==> config.mk <==
export PLATFORM = sky130hd
export DESIGN_NAME = dm_dac_out_sequencer
export DESIGN_NICKNAME = d
export VERILOG_FILES = /design/src/rtl/dm_dac_out_sequencer.sv
export SDC_FILE = /design/constraint.sdc
export NUM_CORES = 1
export LEC_CHECK = 0
export ABC_AREA = 0
export BUFFER_PORTS_ARGS = -buffer_cell sky130_fd_sc_hd__buf_2
export CAP_MARGIN = 20
export CORE_UTILIZATION = 55
export CTS_CLUSTER_SIZE = 24
export DETAILED_ROUTE_END_ITERATION = 8
export GPL_TIMING_DRIVEN = 0
export MAX_ROUTING_LAYER = met4
export PLACE_DENSITY = 0.77
export RECOVER_POWER = 50
export SYNTH_ARGS = -nofsm -noshare
export SYNTH_HDL_FRONTEND = slang
export SYNTH_SLANG_ARGS = --single-unit
==> constraint.sdc <==
create_clock -name clk -period 2.33 [get_ports clk]
set_input_delay 0.466 -clock clk [delete_from_list [all_inputs] [get_ports clk]]
set_output_delay 0.466 -clock clk [all_outputs]
set_load 0.01 [all_outputs]
==> src/rtl/dm_dac_out_sequencer.sv <==
// Serializes DAC command words MSB-first onto the {nLDAC, MOSI, SCK, nCS} pad group.
// Define DM_DAC_SEQ_ABORT_EN to add the abort input that cuts a frame short.
//
// state   | meaning
// --------+-----------------------------------------------------------
// S_IDLE  | all lines idle, req_ready high, waiting for a word
// S_SETUP | nCS low, MOSI holds the MSB, one half-period before SCK
// S_SHIFT | SCK toggles every half-period, MOSI advances on falls
// S_HOLD  | SCK low, nCS held low for two half-periods, then released
// S_LDAC  | one half-period of nCS-high setup, then nLDAC low pulse
// S_GAP   | one half-period of idle lines before returning to IDLE

module dm_dac_out_sequencer #(
    parameter int WORD_BITS   = 24,
    parameter int CLKDIV      = 4,
    parameter int LDAC_HALVES = 2
) (
    input  logic                 clk,
    input  logic                 rst,
    input  logic                 req_valid,
    output logic                 req_ready,
    input  logic [WORD_BITS-1:0] req_data,
    input  logic                 req_last,
`ifdef DM_DAC_SEQ_ABORT_EN
    input  logic                 abort,
`endif
    output logic                 busy,
    output logic [3:0]           pad_d
);

    localparam int DIV_W  = (CLKDIV > 1) ? $clog2(CLKDIV) : 1;
    localparam int BIT_W  = (WORD_BITS > 1) ? $clog2(WORD_BITS + 1) : 1;
    localparam int HALF_W = (LDAC_HALVES > 1) ? $clog2(LDAC_HALVES + 1) : 1;

    localparam logic [DIV_W-1:0]  DIV_TC    = DIV_W'(CLKDIV - 1);
    localparam logic [BIT_W-1:0]  BIT_LAST  = BIT_W'(WORD_BITS - 1);
    localparam logic [HALF_W-1:0] HALF_LAST = HALF_W'(LDAC_HALVES);

    typedef enum logic [2:0] {
        S_IDLE,
        S_SETUP,
        S_SHIFT,
        S_HOLD,
        S_LDAC,
        S_GAP
    } state_t;

    state_t               state_q, state_d;
    logic [DIV_W-1:0]     div_q, div_d;
    logic [BIT_W-1:0]     bit_q, bit_d;
    logic [HALF_W-1:0]    half_q, half_d;
    logic [WORD_BITS-1:0] shreg_q, shreg_d;
    logic                 last_q, last_d;
    logic                 ncs_q, ncs_d;
    logic                 sck_q, sck_d;
    logic                 mosi_q, mosi_d;
    logic                 nldac_q, nldac_d;
    logic                 ready_q, ready_d;
    logic                 busy_q, busy_d;

    logic                 tick;
    logic [WORD_BITS-1:0] sh_next;

    assign tick    = (div_q == DIV_TC);
    assign sh_next = shreg_q << 1;

    always_comb begin
        state_d = state_q;
        div_d   = tick ? '0 : div_q + DIV_W'(1);
        bit_d   = bit_q;
        half_d  = half_q;
        shreg_d = shreg_q;
        last_d  = last_q;
        ncs_d   = ncs_q;
        sck_d   = sck_q;
        mosi_d  = mosi_q;
        nldac_d = nldac_q;

        case (state_q)
            S_IDLE: begin
                div_d = '0;
                if (req_valid && ready_q) begin
                    state_d = S_SETUP;
                    shreg_d = req_data;
                    last_d  = req_last;
                    bit_d   = '0;
                    ncs_d   = 1'b0;
                    mosi_d  = req_data[WORD_BITS-1];
                end
            end
            S_SETUP: begin
                if (tick) begin
                    state_d = S_SHIFT;
                    sck_d   = 1'b1;
                end
            end
            S_SHIFT: begin
                if (tick) begin
                    if (!sck_q) begin
                        sck_d = 1'b1;
                    end else begin
                        sck_d = 1'b0;
                        // MOSI stays on the LSB after the final fall; HOLD clears it with nCS.
                        if (bit_q == BIT_LAST) begin
                            state_d = S_HOLD;
                            half_d  = '0;
                        end else begin
                            bit_d   = bit_q + BIT_W'(1);
                            shreg_d = sh_next;
                            mosi_d  = sh_next[WORD_BITS-1];
                        end
                    end
                end
            end
            S_HOLD: begin
                if (tick) begin
                    if (half_q == '0) begin
                        half_d = HALF_W'(1);
                    end else begin
                        half_d  = '0;
                        ncs_d   = 1'b1;
                        mosi_d  = 1'b0;
                        state_d = last_q ? S_LDAC : S_GAP;
                    end
                end
            end
            S_LDAC: begin
                // half_q == 0 is the nCS-high setup half-period before nLDAC drops.
                if (tick) begin
                    if (half_q == '0) begin
                        nldac_d = 1'b0;
                        half_d  = HALF_W'(1);
                    end else if (half_q == HALF_LAST) begin
                        nldac_d = 1'b1;
                        half_d  = '0;
                        state_d = S_GAP;
                    end else begin
                        half_d = half_q + HALF_W'(1);
                    end
                end
            end
            S_GAP: begin
                if (tick) begin
                    state_d = S_IDLE;
                end
            end
            default: begin
                state_d = S_IDLE;
                ncs_d   = 1'b1;
                sck_d   = 1'b0;
                mosi_d  = 1'b0;
                nldac_d = 1'b1;
            end
        endcase

`ifdef DM_DAC_SEQ_ABORT_EN
        if (abort && (state_q == S_SETUP || state_q == S_SHIFT ||
                      state_q == S_HOLD  || state_q == S_LDAC)) begin
            state_d = S_GAP;
            div_d   = '0;
            half_d  = '0;
            ncs_d   = 1'b1;
            sck_d   = 1'b0;
            mosi_d  = 1'b0;
            nldac_d = 1'b1;
        end
`endif

        ready_d = (state_d == S_IDLE);
        busy_d  = (state_d != S_IDLE);
    end

    always_ff @(posedge clk) begin
        if (rst) begin
            state_q <= S_IDLE;
            div_q   <= '0;
            bit_q   <= '0;
            half_q  <= '0;
            shreg_q <= '0;
            last_q  <= 1'b0;
            ncs_q   <= 1'b1;
            sck_q   <= 1'b0;
            mosi_q  <= 1'b0;
            nldac_q <= 1'b1;
            ready_q <= 1'b1;
            busy_q  <= 1'b0;
        end else begin
            state_q <= state_d;
            div_q   <= div_d;
            bit_q   <= bit_d;
            half_q  <= half_d;
            shreg_q <= shreg_d;
            last_q  <= last_d;
            ncs_q   <= ncs_d;
            sck_q   <= sck_d;
            mosi_q  <= mosi_d;
            nldac_q <= nldac_d;
            ready_q <= ready_d;
            busy_q  <= busy_d;
        end
    end

    assign pad_d     = {nldac_q, mosi_q, sck_q, ncs_q};
    assign req_ready = ready_q;
    assign busy      = busy_q;

endmodule
# Word-level counts from Yosys, hierarchy flattened
# Cells that the tools add are included.
# Widths: inputs -> output; s select.
# word_totals
reg_bits	42
in_bits	28
wordCells	107
# classes
addsub	3
eq_ne	18
n_mux	51
reduce_logical	19
bitwise	4
# ops
cell	n
$mux 23	4
$pmux 23 s2	1
$mux 3	11
$mux 5	4
$ne 2x2->1 const B	9
$pmux 3 s6	1
$mux 1	17
$mux 2	7
$pmux 5 s2	1
$reduce_or 4->1	2
$reduce_and 7->1	1
$eq 3x2->1 const B	2
$eq 3x3->1 const B	2
$logic_not 3->1	2
$pmux 1 s3	2
$pmux 2 s3	1
$reduce_and 3->1	2
$reduce_and 6->1	1
$reduce_bool 3->1	2
$reduce_or 3->1	2
$add 5x1->5 const B	1
$eq 5x5->1 const B	1
$reduce_and 5->1	1
$reduce_or 5->1	1
other kinds (12)	17

# Logic depth before layout (Yosys ltp)
# depth
depth_word	6
ltp_mapped	6
depth_no_buf	5

# Worst setup path before layout
# OpenSTA, ideal clock, no wires.
# synth_path
kind	register -> register
start	register bit_q[0]
end	register bit_q[2]
slack_ns	0.661
t_required_ns	2.271
path_stages_with_launch	7
n_path_buf	1
arrival_ns	1.610
setup_time_ns	0.059
period_less_slack_ns	1.669
path_cell_list	dfxtp_1 ha_1 and4b_4 o22a_1 buf_6 or4b_1 nand2_1
# synth_between
elab_chain_cells	5
elab_cells_between_ends	8
cone_classes	1 x add/sub; 2 x eq/ne; 4 x mux; 1 x reduce/logical
# synth_rtl
item	line_no	source
start, declared	50	logic [BIT_W-1:0] bit_q, bit_d;
start signal, assigned	190	bit_q <= bit_d;
$add 5x1->5	108	bit_d = bit_q + BIT_W'(1);
$mux 5	104	if (bit_q == BIT_LAST) begin
$mux 5	99	if (!sck_q) begin
$mux 5	98	if (tick) begin
$pmux 5 s2	79	case (state_q)
# Parallel ways exist; a longest one is shown, timed or not. The select of a mux whose other input is x is not followed.
# A chain may end at the register's enable or synchronous reset.

# Worst setup path after layout
# layout_path
start	register bit_q[0]
end	register shreg_q[20]
# layout_between
elab_chain_cells	3
# layout_rtl
item	line_no	source
$eq 5x5->1	104	
$ne 2x2->1 (no source line)	-	
$reduce_and 5->1 (no source line)	-	
end signal, assigned	192	shreg_q <= shreg_d;
end, declared	52	logic [WORD_BITS-1:0] shreg_q, shreg_d;
# No other way between the ends.

==> results.ini <==
[status]
outcome = finished clean

[cts]
cts_hold_buffers = 0
h-tree-depth = 2
numCtsBuffers = 5
cts_buffer_depth = 2
clkSinkCount = 42
path_clk_slew_ns = 0.08
cts_setup_buffers = 0
cts_resized = 0
cts_tree = yes
clock_latency_ns = 0.30
clock-root-buffer = clkbuf_8

[hold_path]
hold_class = input port to flip-flop

[yosys]
syn_inst = 223
syn_avg_cell_area_sq_um = 9.29
synth-async-reset-ratio_pct = 0
synth_top_area_share_pct = 40.6
synthTopCellsByCount = 42 x dfxtp_1, 31 x a21oi_1, 24 x mux2i_1
synth.yosys.warnings = 0
yosys-top-cells-area = dfxtp_1 41%, mux2i_1 12%, a211oi_1 8.0%
yosysTopAreaCell = dfxtp_1
ys.flop_type = dfxtp_1
synth_fp_nets = 253
yosysSeqAreaShare_pct = 40.6
ys_ff_latch = 42
yosysMostFrequentCell = dfxtp_1
synth_edf_count = 0
synth.distinct_cells = 51
syn_area_sq_mm = 0.00207

[detailed_routing]
vias_per_cell = 5.95
routed_wl_microns = 4640
wl_per_cell_microns = 15.0
antenna_left = 0
first_pass_iters = 4
num_vias = 1846
drcViolationCount = 0
drtIter0Drc = 182

[sta]
fin_skew_ns = 0.00913
period_share_pct = 84.2
setup_viol = 0
hold_viol_final = 0
rsz0062_at_grt = false
fin_tns_setup_ns = 0
layout_min_cycle_time_ns = 1.96
fmax_mhz = 510
setup_ws_ns = 0.368
worstMarginPinSlew_ns = 0.583
slew_violations = 0
slew_headroom_pct = 61.0

[global_route]
grt_overflow = 0
antenna_found_initial = 0
grt_pass1_wl_microns = 8020
grt_pass1_vias = 1731
grt_start_max_net_pins = 13
grt_usage_pct = 26.1

[finish]
area_growth_pct = 14.5
drive_gt1_share_pct = 20.5
fin_area_sq_mm = 0.00237
final_nets = 293
antenna_cells = 0
fillerInstances = 319

[worst_setup_path]
path_cells = ha_1 > and4b_4 > o22ai_1 > buf_2 > a21oi_1 > a211oi_1
crit_path_max_fanout = 10
crit_family = compound AO/OA/AOI/OAI gates
cp_slowest_cell = o22ai_1
cp.arrival_ns = 2.17
path_class = flip-flop to flip-flop
startpoint_type = flip-flop
cpPeakStageDelay_ns = 0.40
cp_num_buf_inv = 1
endpoint_kind = flip-flop
required_ns = 2.54

[die]
fp.coreArea_sq_mm = 0.00347
die_h_microns = 63.4
io_pins = 34
rows = 21
fp.dieW_microns = 63.4
fp.dieArea_sq_mm = 0.00401
initial_utilization_pct = 59.7

[placed_design]
io_buffers = 33
place_ws_ns = 0.509
dpl.hpwl_microns = 3210
dpl_cell_area_sq_mm = 0.00229
place.gp.congestion = 0.888

[power_and_ir_drop]
power_density_mw_per_mm2 = 634
ir_drop_uv = 387
p_leak_nw = 0.859

[run]
maxCapViolCount = 0

[stage by stage]
| stage | hold slack [ns] | cells | utilization (%) | power [W] |
|---|---|---|---|---|
| 5_1_grt | 0.439 | 310 | 68.4 | 0.00157 |
| 3_5_place_dp | 0.442 | 302 | 66.1 | 0.00104 |
| 6_report | 0.425 | 310 | 68.4 | 0.00150 |
| 3_3_place_gp | 0.430 | 302 | 66.1 | 0.00103 |
| 4_1_cts | 0.421 | 310 | 68.8 | 0.00151 |
| 2_1_floorplan | 0.407 | 223 | - | 0.000965 |
[path summary, 6_finish.rpt]
check / from / slack (ns) / end / cells after the start
max: bit_q[0] / 0.37 / shreg_q[20] / 6
min: req_last / 0.43 / last_q / 3
max reg2reg: bit_q[0] / 0.37 / shreg_q[20] / 6
min reg2reg: div_q[0] / 0.46 / div_q[0] / 1
[power by group]
| group | internal (W) | switching, W | total, W |
|---|---|---|---|
| sequential | 0.000769 | 0.0000310 | 0.000800 |
| combinational | 0.0000990 | 0.000122 | 0.000221 |
| clock | 0.000239 | 0.000243 | 0.000482 |
| total | 0.00111 | 0.000396 | 0.00150 |
[layout by cell type, fill, tap and decap left out, drive strengths merged, types with 2 or more instances in the layout]
master | Yosys | layout
or3 | 3 | 3
nor2 | 10 | 10
a211oi | 22 | 22
clkbuf | 6 | 21
nand2b | 3 | 3
ha | 2 | 2
nand3 | 3 | 3
a22oi | 2 | 2
o21bai | 2 | 2
a2111oi | 2 | 2
o211ai | 3 | 3
inv | 3 | 3
nor3 | 2 | 2
a31oi | 2 | 2
a21oi | 31 | 31
nand2 | 6 | 6
o21ai | 7 | 7
a21boi | 2 | 2
buf | 18 | 43
nand4 | 3 | 3
mux2i | 24 | 24
nor2b | 2 | 2
dfxtp | 42 | 42
[area by class of cell]
type | count | area, sq um | area share (%)
inverter | 3 | 11.3 | 0.475
multi-input combinational | 154 | 1080 | 45.5
timing repair buffer | 33 | 159 | 6.70
sequential | 42 | 841 | 35.5
tap | 46 | 57.6 | 2.43
clock inverter | 1 | 5.00 | 0.211
buffer | 24 | 133 | 5.59
clock buffer | 7 | 86.3 | 3.64
[tightest hold or removal path, delay by kind of cell]
kind / cells / cell delay, ns
multiplexers: 1 / 0.05
AND/OR/NAND/NOR: 1 / 0.08
buffers and inverters: 1 / 0.08
[sequential cells by signal (all words and copies together) (netlist names), 2 cells and up]
name,flops
shreg_q,23
bit_q,5
state_q,3
div_q,2
half_q,2
[logic make-up (layout without fill, tap and decap cells)]
family | Yosys count | in the layout | synth area share (%)
flip-flops | 42 | 42 | 40.6
AO/OA/AOI/OAI | 86 | 86 | 27.6
AND/OR/NAND/NOR | 41 | 41 | 11.5
multiplexers | 25 | 25 | 12.1
adder cells (fa/ha/maj) | 2 | 2 | 1.21
buffers and inverters | 27 | 68 | 7.01
[per-layer routing]
metal	wire [microns]	track usage (%)
met4	55	9.66
met5	0	-
met1	2170	33.5
met3	263	5.98
met2	2160	39.6
Power figures use the tool's default switching activity.
